$ cat src/rtl/mdu_frontend_pkg.sv
// Shared micro-op encoding and MDU frontend types/helpers.
// Op classification functions are used by both the frontend and the bench.
package micro_ops;

  typedef logic [31:0] word_t;
  typedef logic [63:0] dword_t;

  typedef enum logic [4:0] {
    OP_NONE,
    OP_ADD,
    OP_MUL,
    OP_MULH,
    OP_MULHSU,
    OP_MULHU,
    OP_DIV,
    OP_DIVU,
    OP_REM,
    OP_REMU,
    OP_CLMUL,
    OP_CLMULH,
    OP_CLMULR
  } op_t;

  typedef enum logic [1:0] {
    FE_IDLE,
    FE_LAUNCH,
    FE_WAIT,
    FE_DONE
  } mdu_fe_state_t;

  function automatic logic is_mdu_op(op_t op);
    return op inside {OP_MUL, OP_MULH, OP_MULHSU, OP_MULHU, OP_DIV, OP_DIVU,
                      OP_REM, OP_REMU, OP_CLMUL, OP_CLMULH, OP_CLMULR};
  endfunction

  function automatic logic is_div_op(op_t op);
    return op inside {OP_DIV, OP_DIVU, OP_REM, OP_REMU};
  endfunction

  function automatic logic is_signed_div(op_t op);
    return op inside {OP_DIV, OP_REM};
  endfunction

  function automatic logic is_rem_op(op_t op);
    return op inside {OP_REM, OP_REMU};
  endfunction

endpackage

$ cat src/rtl/mdu_frontend_div_cache.sv
// One-entry quotient/remainder cache keyed by operands and signedness.
module mdu_div_cache
  import micro_ops::*;
(
  input  logic  clk,
  input  logic  rst,
  input  logic  wr_en,
  input  word_t wr_rs1,
  input  word_t wr_rs2,
  input  logic  wr_signed,
  input  word_t wr_quot,
  input  word_t wr_rem,
  input  word_t cmp_rs1,
  input  word_t cmp_rs2,
  input  logic  cmp_signed,
  output logic  hit,
  output word_t hit_quot,
  output word_t hit_rem
);

  logic  valid_q;
  logic  signed_q;
  word_t rs1_q, rs2_q, quot_q, rem_q;

  // NOTE: the entry is a handful of flops, not a RAM, so every field is reset.
  always_ff @(posedge clk or posedge rst) begin
    if (rst) begin
      valid_q  <= 1'b0;
      signed_q <= 1'b0;
      rs1_q    <= '0;
      rs2_q    <= '0;
      quot_q   <= '0;
      rem_q    <= '0;
    end else if (wr_en) begin
      valid_q  <= 1'b1;
      signed_q <= wr_signed;
      rs1_q    <= wr_rs1;
      rs2_q    <= wr_rs2;
      quot_q   <= wr_quot;
      rem_q    <= wr_rem;
    end
  end

  assign hit      = valid_q && (rs1_q == cmp_rs1) && (rs2_q == cmp_rs2) && (signed_q == cmp_signed);
  assign hit_quot = quot_q;
  assign hit_rem  = rem_q;

endmodule

$ cat src/rtl/mdu_frontend.sv
// Issue-side sequencer for the multi-cycle MDU: launches ops, resolves divide
// special cases and DIV/REM pairs locally, and returns results to writeback.
module mdu_frontend
  import micro_ops::*;
#(
  parameter int TAG_W = 6
) (
  input  logic             clk,
  input  logic             rst,
  input  logic             flush,
  input  logic             in_valid,
  output logic             in_ready,
  input  op_t              in_op,
  input  word_t            in_rs1,
  input  word_t            in_rs2,
  input  logic [TAG_W-1:0] in_tag,
  output logic             out_valid,
  input  logic             out_ready,
  output word_t            out_result,
  output logic [TAG_W-1:0] out_tag,
  output op_t              mdu_op,
  output word_t            mdu_rs1,
  output word_t            mdu_rs2,
  output logic             mdu_flush,
  input  dword_t           mdu_mul_ss,
  input  dword_t           mdu_mul_su,
  input  dword_t           mdu_mul_uu,
  input  dword_t           mdu_clmul,
  input  dword_t           mdu_clmulr,
  input  word_t            mdu_div_s,
  input  word_t            mdu_div_u,
  input  word_t            mdu_rem_s,
  input  word_t            mdu_rem_u,
  input  logic             mdu_busy
);

  function automatic logic is_div_zero(op_t op, word_t rs2);
    return is_div_op(op) && (rs2 == '0);
  endfunction

  function automatic logic is_div_ovf(op_t op, word_t rs1, word_t rs2);
    return is_signed_div(op) && (rs1 == 32'h8000_0000) && (rs2 == 32'hFFFF_FFFF);
  endfunction

  function automatic word_t select_result(op_t op, dword_t mul_ss, dword_t mul_su,
                                          dword_t mul_uu, dword_t clmul, dword_t clmulr,
                                          word_t div_s, word_t div_u,
                                          word_t rem_s, word_t rem_u);
    case (op)
      OP_MUL:    return mul_ss[31:0];
      OP_MULH:   return mul_ss[63:32];
      OP_MULHSU: return mul_su[63:32];
      OP_MULHU:  return mul_uu[63:32];
      OP_DIV:    return div_s;
      OP_DIVU:   return div_u;
      OP_REM:    return rem_s;
      OP_REMU:   return rem_u;
      OP_CLMUL:  return clmul[31:0];
      OP_CLMULH: return clmul[63:32];
      OP_CLMULR: return clmulr[31:0];
      default:   return '0;
    endcase
  endfunction

  mdu_fe_state_t    state;
  op_t              op_q;
  word_t            rs1_q, rs2_q;
  logic [TAG_W-1:0] tag_q;

  logic  cache_hit, in_hit, in_local, capture, in_busy_state;
  word_t hit_quot, hit_rem, local_result;

  assign in_ready      = (state == FE_IDLE) && !flush;
  assign mdu_flush     = flush;
  assign in_busy_state = (state == FE_LAUNCH) || (state == FE_WAIT);
  assign mdu_op        = in_busy_state ? op_q : OP_NONE;
  assign mdu_rs1       = rs1_q;
  assign mdu_rs2       = rs2_q;
  assign capture       = in_busy_state && !mdu_busy && !flush;

  assign in_hit   = is_div_op(in_op) && cache_hit;
  assign in_local = is_div_zero(in_op, in_rs2) || is_div_ovf(in_op, in_rs1, in_rs2) ||
                    in_hit || !is_mdu_op(in_op);

  // NOTE: default assignment first so no path through the block infers a latch.
  always_comb begin
    local_result = '0;
    if (is_div_zero(in_op, in_rs2))
      local_result = is_rem_op(in_op) ? in_rs1 : 32'hFFFF_FFFF;
    else if (is_div_ovf(in_op, in_rs1, in_rs2))
      local_result = is_rem_op(in_op) ? 32'h0 : 32'h8000_0000;
    else if (in_hit)
      local_result = is_rem_op(in_op) ? hit_rem : hit_quot;
  end

  mdu_div_cache u_div_cache (
    .clk        (clk),
    .rst        (rst),
    .wr_en      (capture && is_div_op(op_q)),
    .wr_rs1     (rs1_q),
    .wr_rs2     (rs2_q),
    .wr_signed  (is_signed_div(op_q)),
    .wr_quot    (is_signed_div(op_q) ? mdu_div_s : mdu_div_u),
    .wr_rem     (is_signed_div(op_q) ? mdu_rem_s : mdu_rem_u),
    .cmp_rs1    (in_rs1),
    .cmp_rs2    (in_rs2),
    .cmp_signed (is_signed_div(in_op)),
    .hit        (cache_hit),
    .hit_quot   (hit_quot),
    .hit_rem    (hit_rem)
  );

  // NOTE: sequential state uses non-blocking assignments only.
  always_ff @(posedge clk or posedge rst) begin
    if (rst) begin
      state      <= FE_IDLE;
      out_valid  <= 1'b0;
      out_result <= '0;
      out_tag    <= '0;
      op_q       <= OP_NONE;
      rs1_q      <= '0;
      rs2_q      <= '0;
      tag_q      <= '0;
    end else if (flush) begin
      state     <= FE_IDLE;
      out_valid <= 1'b0;
    end else begin
      case (state)
        FE_IDLE: begin
          if (in_valid) begin
            if (in_local) begin
              out_valid  <= 1'b1;
              out_result <= local_result;
              out_tag    <= in_tag;
              state      <= FE_DONE;
            end else begin
              // Operands are only latched for real launches so the MDU
              // inputs hold their last launched value otherwise.
              op_q  <= in_op;
              rs1_q <= in_rs1;
              rs2_q <= in_rs2;
              tag_q <= in_tag;
              state <= FE_LAUNCH;
            end
          end
        end
        FE_LAUNCH, FE_WAIT: begin
          if (mdu_busy) begin
            state <= FE_WAIT;
          end else begin
            out_valid  <= 1'b1;
            out_result <= select_result(op_q, mdu_mul_ss, mdu_mul_su, mdu_mul_uu,
                                        mdu_clmul, mdu_clmulr, mdu_div_s, mdu_div_u,
                                        mdu_rem_s, mdu_rem_u);
            out_tag    <= tag_q;
            state      <= FE_DONE;
          end
        end
        FE_DONE: begin
          if (out_ready) begin
            out_valid <= 1'b0;
            state     <= FE_IDLE;
          end
        end
        default: state <= FE_IDLE;
      endcase
    end
  end

endmodule
$ cat config.mk
export PLATFORM = sky130hd
export DESIGN_NAME = mdu_frontend
export DESIGN_NICKNAME = d
export VERILOG_FILES = /design/src/rtl/mdu_frontend_pkg.sv /design/src/rtl/mdu_frontend_div_cache.sv /design/src/rtl/mdu_frontend.sv
export SDC_FILE = /design/constraint.sdc
export NUM_CORES = 1
export LEC_CHECK = 0
export CORE_AREA = 3 3 250 252
export CTS_CLUSTER_DIAMETER = 100
export CTS_CLUSTER_SIZE = 25
export DETAILED_ROUTE_END_ITERATION = 8
export DIE_AREA = 0 0 253 255
export HOLD_SLACK_MARGIN = 0.08
export PLACE_DENSITY = 0.62
export SYNTH_ARGS = -nofsm -noshare
export SYNTH_HDL_FRONTEND = slang
export SYNTH_HIERARCHICAL = 1
export SYNTH_SLANG_ARGS = --single-unit
export TNS_END_PERCENT = 10
$ cat constraint.sdc
create_clock -name clk -period 4.4 [get_ports clk]
set_input_delay 0.88 -clock clk [delete_from_list [all_inputs] [get_ports clk]]
set_output_delay 0.88 -clock clk [all_outputs]
set_load 0.01 [all_outputs]
==> key figures, run 1 <==
Die
  • Chip width: 253 um
  • Core Area: just over 60000 um^2
  • Starting Density: ~24%
  • Std-Cell Rows: 90
  • IO Pins: around 640
  • DIE AREA: 64500 um^2
  • Die height: 255 um

Clock tree
  • Clock Root Buffer: clkbuf_16
  • Clk Latency, worst-skew pair: roughly 0.52 ns
  • TritonCTS Sinks: approximately 250
  • Num CTS Buffers: 15
  • Max Buffers Root-to-Sink: 3
  • Clk slew on worst S/H paths: 0.11 ns
  • Hold Buf Count CTS: 0
  • CTS tree: built
  • H-tree levels: 1

Worst setup path
  • Type of origin of the critical path: primary input
  • Reg2reg start: op_q[3]
  • CP Capture Type: flip-flop
  • R2r setup slk: 0.80 ns
  • Worst Path Required: 4.81 ns
  • Reg-to-Reg End: u_div_cache/rs1_q[11]
  • Worst r2r path cells: 6
  • Crit Path Category: in2reg
  • Crit path max fanout: 15
  • Worst Path Arrival: 4.72 ns

Synth
  • EDFF count, synth: 0
  • Gate Count Post-Synth: 1329
  • Syn avg cell area: ~11 um^2
  • Ys async rst share: 100%
  • Top FF cell, synth: dfrtp_1
  • Mapped Area: 14700 um^2
  • Distinct cells, synth: 64
  • #FFs+latches synth: between 200 and 250
  • Syn nets: roughly 1900
  • Sequential share of the synthesized area: between 40% and 50%
  • YS warnings: 6

Detailed routing
  • Total number of vias: approximately 15000
  • DRC: 0
  • Final ANT Viol Nets: 0
  • Total routed wirelength: 84200 um
  • Drt pass-1 iters: 6
  • Via-per-instance ratio: 5.40
  • Iter 0 DRT Violations: 1295
  • Routed length per instance: 30.9 um

Power and ir drop
  • Total power: 12800 uW
  • Peak supply drop: roughly 220 uV
  • Leak pwr: 0.00899 uW
  • Power per cell area: 572 nW/um^2

Min path
  • Worst Hold Endpoint: u_div_cache/valid_q
  • WHS Path Cells: 1
  • Min-delay worst type: reg2reg
  • Hold_sp: u_div_cache/valid_q

Layout
  • Final-layout fill cell count: approximately 6000
  • Layout cell share with drive strength beyond 1: 23.7%
  • Layout Utilization: 37.1%
  • Final nets: 2461
  • Register area: 6160 um^2
  • Finished Cell Area: 22400 um^2
  • Area delta synth->final: 52.7%
  • Commonest cells after routing, fill and taps aside: clkdlybuf4s50_1 (542), dfrtp_1 (244), mux2_2 (209), buf_4 (130), a22oi_1 (81)
  • Multi-input gate area: 8080 um^2
  • Most common cell after layout, fill and taps aside: clkdlybuf4s50_1

Status
  • Status: finished, final reports clean

Run
  • Max-cap violation count: 0

Global routing
  • Initial antenna violation count: 27
  • First-pass GRT wire length: 115000 um
  • Vias in the first global route: 15184
  • GRT Resource Usage Total: between 20 and 30%
  • Largest net degree at the start of global routing: 84
  • Grt total ovfl: 0

STA
  • Clk_skew: 0.0409 ns
  • Final setup vio count: 0
  • Final Cycle Share: a little over nine tenths
  • Post-route minimum period: about 4.3 ns
  • Worst Max-Slew Pin Slew: 0.794 ns
  • Worst slew margin: between 40% and 50%
  • Sum of negative setup slack: 0 ns
  • Fin. max-slew vios: 0
  • Final Hold Fails: 0
  • Hold slack: slightly below 0.5 ns
  • Fmax: 232 MHz

Placed design
  • I/O Buffers: around 540
  • Placed inst area: around 22000 um^2
  • GP Congestion: 0.929
  • DP HPWL: ~67000 um
[worst max path at each step]
stage,startpoint,slack [ns],to,cells after the start
after global routing,in_op[3],-0.007,mdu_rs2[18],18
final,in_op[3],0.09,mdu_rs2[18],18
after CTS,in_op[3],0.02,mdu_rs1[17],17
after detailed placement,in_op[3],-0.56,mdu_rs1[17],17
after global placement,in_op[3],-0.53,mdu_rs1[17],17
after floorplan,rst,0.05,u_div_cache/hit_quot[0],1
[worst max-delay path, stage by stage]
cell and delay [ns]:
clkdlybuf4s50_1 0.48, or3b_4 0.42, a21oi_4 0.18, inv_1 0.10, nor2_4 0.12, o221ai_1 0.13
nand3b_1 0.16, nand4b_1 0.25, nor4_2 0.41, buf_4 0.20, o21ai_0 0.10, a221oi_2 0.30
nor3_2 0.09, nand3_2 0.11, nor3b_4 0.06, buf_12 0.16, buf_4 0.23, mux2_4 0.33
[registers in the layout (all words and copies together) (netlist names), 32 cells and up]
register / cells
mdu_rs1: 32
mdu_rs2: 32
out_result: 32
u_div_cache/hit_quot: 32
u_div_cache/hit_rem: 32
u_div_cache/rs1_q: 32
u_div_cache/rs2_q: 32
[synthesized netlist by cell type, types with 4 or more instances]
cell       instances  area [um^2]
dfrtp_1          246         6160
buf_1             10         37.5
a31oi_1           28          175
mux2_4            49          736
a21oi_1           32          160
xnor2_1            6         52.6
buf_2             28          140
nor3_1             8         40.0
a22oi_1           81          608
a221oi_1          23          201
mux2i_1           72          721
nor4_1            32          200
or4_1              5         37.5
mux2_2           209         2350
o2bb2ai_1          9         78.8
nand2b_1           4         25.0
nand3_1           20          100
nand4_1           24          150
a22o_1            15          131
a222oi_1          10          100
buf_6              6         67.6
a221o_1           26          260
nand2_1           56          210
nand4b_1           5         43.8
xor2_1            45          394
and2_1             5         31.3
o21ai_0           58          290
mux2_1             5         56.3
o22ai_1           15         93.8
inv_1             29          109
clkbuf_1          54          203
nor2_1            62          233
o221ai_1           5         43.8
nor3b_1            4         30.0
[area by class of cell]
| type | instances | share of cell area (%) |
|---|---|---|
| clock inverters | 4 | 0.246 |
| repair buffers | 683 | 29.5 |
| flip-flops and latches | 246 | 27.5 |
| diodes | 3 | 0.0335 |
| inverters | 29 | 0.530 |
| well taps | 782 | 4.37 |
| multi-input cells | 955 | 36.0 |
| clock buffers | 18 | 1.77 |
[through the flow]
stage	cells	worst slack, ns
6_report	2720	0.0865
5_1_grt	2720	-0.00728
4_1_cts	2713	0.0170
3_5_place_dp	2691	-0.558
3_3_place_gp	2691	-0.529
2_1_floorplan	1329	0.0507
[layer usage]
metal | track usage [%] | routed length (um) | vias to the layer above
li1 | - | - | 6288
met1 | 31.7 | 34700 | 7463
met2 | 42.7 | 39700 | 747
met3 | 7.18 | 7320 | 142
met4 | 5.54 | 2190 | 38
met5 | 0 | 262 | -
[power breakdown]
part | total [uW] | internal (uW) | leakage [uW] | switching [uW]
Clock | 1560 | 675 | 0.000218 | 885
Combinational | 7040 | 3490 | 0.00571 | 3550
Sequential | 4210 | 3380 | 0.00306 | 832
[repair_timing]
item	in CTS	in global routing
endpoints found under the setup margin	10	108
setup buffers	0	3
gates cloned	0	1
gates resized for setup	1	7
pin swaps	0	3
[logic make-up after synthesis]
| logic type | synth area share [%] |
|---|---|
| xor+xnor | 3.04 |
| simple gates | 9.14 |
| mux | 26.3 |
| fa+ha+maj | 0.171 |
| buf+inv | 3.85 |
| flops | 42.0 |
| compound gates | 15.5 |
(Power assumes the default switching activity.)
==> inputs of run 2 (changes only) <==
- SLEW_MARGIN: unset -> 40
==> results of run 2 <==
Final layout, timing and power as in run 1 (identical DEF).
==> inputs of run 3 (changes only) <==
- PLACE_DENSITY: 0.62 -> 0.52
==> key figures, run 3 (same netlist as run 1, synthesis figures left out) <==
Min path
  • WHS Path Cells: 1 (unchanged)
  • Min-delay worst type: reg2reg (unchanged)

Detailed routing
  • DRC: 0 (unchanged)
  • Total routed wirelength: 84400 um (was 84200 um)
  • Iter 0 DRT Violations: 1220 (was 1295)
  • Total number of vias: 14262 (was 14678)
  • Drt pass-1 iters: 6 (unchanged)
  • Via-per-instance ratio: 5.23 (was 5.40)
  • Final ANT Viol Nets: 0 (unchanged)
  • Routed length per instance: 30.9 um (about the same)

STA
  • Fin. max-slew vios: 0 (unchanged)
  • RSZ-0062 raised after global routing: false
  • Worst slew margin: 46.5% (was 47.0%)
  • Final Cycle Share: 96.3% (was 98.0%)
  • Worst Max-Slew Pin Slew: 0.802 ns (was 0.794 ns)
  • Post-route minimum period: 4.24 ns (was 4.31 ns)
  • Final setup vio count: 0 (unchanged)
  • Final Hold Fails: 0 (unchanged)
  • Clk_skew: 0.0312 ns (was 0.0409 ns)
  • Hold slack: 0.479 ns (was 0.481 ns)
  • Fmax: 236 MHz (was 232 MHz)

Worst setup path
  • Slowest stage delay, CP: 0.50 ns (was 0.48 ns)
  • Worst-path cell chain: clkdlybuf4s50_1 -> or3b_2 -> a21oi_2 -> inv_1 -> nor2_1 -> o221ai_1 -> nand3b_1 -> nand4b_1 -> nor4_4 -> buf_12 -> o21ai_0 -> a221oi_2 -> nor3_2 -> nand3_2 -> nor3b_4 -> buf_12 -> clkbuf_16 -> mux2_1 (was clkdlybuf4s50_1 -> or3b_4 -> a21oi_4 -> inv_1 -> nor2_4 -> o221ai_1 -> nand3b_1 -> nand4b_1 -> nor4_2 -> buf_4 -> o21ai_0 -> a221oi_2 -> nor3_2 -> nand3_2 -> nor3b_4 -> buf_12 -> buf_4 -> mux2_4)
  • Crit path max-delay family: simple AND/OR/NAND/NOR gates (unchanged)
  • Worst r2r path cells: 17 (was 6)
  • Crit path depth: 18 (unchanged)
  • Worst Path Arrival: 4.65 ns (was 4.72 ns)
  • Type of origin of the critical path: primary input (unchanged)
  • CP Capture Type: flip-flop (unchanged)
  • Bufs and invs on worst path: 5 (unchanged)
  • Crit Path Category: in2reg (unchanged)
  • Worst Path Required: 4.82 ns (was 4.81 ns)
  • Crit-path slowest cell: or3b_2 (was clkdlybuf4s50_1)
  • Crit path max fanout: 19 (was 15)
  • CP most frequent cell: buf_12 (was buf_4)

Layout
  • Area delta synth->final: 53.7% (was 52.7%)
  • Layout cell share with drive strength beyond 1: 23.9% (was 23.7%)
  • Final-layout fill cell count: 6017 (was 6029)
  • Final nets: 2463 (was 2461)
  • Multi-input gate area: 8080 um^2 (about the same)
  • Commonest cells after routing, fill and taps aside: clkdlybuf4s50_1 (542), dfrtp_1 (244), mux2_2 (209), buf_4 (128), a22oi_1 (81) (was clkdlybuf4s50_1 (542), dfrtp_1 (244), mux2_2 (209), buf_4 (130), a22oi_1 (81))
  • Register area: 6160 um^2 (unchanged)
  • Fin cells: 2729 (was 2720)
  • Most common cell after layout, fill and taps aside: clkdlybuf4s50_1 (unchanged)

Die
  • Core Area: 60400 um^2 (unchanged)
  • DIE AREA: 64500 um^2 (unchanged)
  • Die height: 255 um (unchanged)
  • Std-Cell Rows: 90 (unchanged)
  • IO Pins: 639 (unchanged)
  • Starting Density: 24.3% (unchanged)
  • Chip width: 253 um (unchanged)

Power and ir drop
  • Power per cell area: 573 nW/um^2 (was 572 nW/um^2)
  • Total power: 12900 uW (was 12800 uW)
  • Peak supply drop: 284 uV (was 218 uV)
  • Leak pwr: 0.00906 uW (was 0.00899 uW)

Global routing
  • GRT Resource Usage Total: 25.3% (was 25.1%)
  • First-pass GRT wire length: 116000 um (was 115000 um)
  • Vias in the first global route: 15063 (was 15184)
  • Initial antenna violation count: 24 (was 27)
  • Largest net degree at the start of global routing: 66 (was 84)
  • Grt total ovfl: 0 (unchanged)

Placed design
  • GP Congestion: 0.918 (was 0.929)
  • I/O Buffers: 542 (unchanged)
  • Placed insts: 2694 (was 2691)
  • DP HPWL: 66600 um (was 67100 um)

Clock tree
  • Max Buffers Root-to-Sink: 3 (unchanged)
  • Clk slew on worst S/H paths: 0.11 ns (about the same)
  • CTS tree: built (unchanged)
  • Num CTS Buffers: 16 (was 15)
  • TritonCTS Sinks: 246 (unchanged)
  • H-tree levels: 1 (unchanged)
  • Hold Buf Count CTS: 0 (unchanged)
  • Clk Latency, worst-skew pair: 0.52 ns (about the same)
  • Clock Root Buffer: clkbuf_16 (unchanged)

Run
  • Max-cap violation count: 0 (unchanged)

Status
  • Status: finished, final reports clean (unchanged)
run 3: final cells by class:
cell class,instances,share of cell area (%)
multi-input cells,955,35.8
repair buffers,684,29.6
flip-flops and latches,246,27.3
well taps,782,4.34
clock buffers,19,1.96
inverters,29,0.527
clock inverters,7,0.416
diodes,7,0.0777
run 3: what timing repair did:
action                                  CTS  global route
endpoints found under the setup margin    0           108
resized for setup                         0             6
setup buffers                             0             1
run 3: worst reg2reg max path, delay by kind of cell, from the launching register on:
family / cells / cell delay (ns)
simple gates: 7 / 1.05
xor+xnor: 1 / 0.17
buf+inv: 6 / 1.01
compound gates: 2 / 0.37
flops: 1 / 0.41
mux: 1 / 0.35
run 3: final timing paths:
| path | from | endpoint | slack [ns] |
|---|---|---|---|
| min in group asynchronous | rst | u_div_cache/rs2_q[16] | 0.91 |
| min reg2reg | u_div_cache/valid_q | u_div_cache/valid_q | 0.48 |
| max reg2reg | u_div_cache/rs2_q[6] | mdu_rs2[31] | 0.94 |
| max in group asynchronous | rst | out_result[7] | 2.63 |
| max | in_op[3] | mdu_rs2[31] | 0.16 |
| min | u_div_cache/valid_q | u_div_cache/valid_q | 0.48 |
run 3: per-stage QoR:
step / util, % / instance area (um^2) / setup WS [ns] / TNS (ns)
5_1_grt: 37.4 / 22600 / 0.0478 / 0
3_3_place_gp: 36.3 / 21900 / -0.562 / -48.58
2_1_floorplan: - / 14700 / 0.0507 / 0
6_report: 37.4 / 22600 / 0.163 / 0
4_1_cts: 37.2 / 22500 / 0.0293 / 0
3_5_place_dp: 36.3 / 21900 / -0.525 / -44.21
run 3: per-layer routing:
layer | vias to the layer above | GRT usage, % | part of all wire (%)
met5 | - | 0 | 0.19
met3 | 104 | 6.59 | 7.8
li1 | 6301 | - | -
met4 | 26 | 5.42 | 2.2
met2 | 614 | 43.1 | 48
met1 | 7217 | 32.5 | 42
run 3: report_power, final:
part	switching, uW	leakage, uW	internal (uW)
sequential	845	0.00306	3380
clock	938	0.000261	767
combinational	3520	0.00574	3480
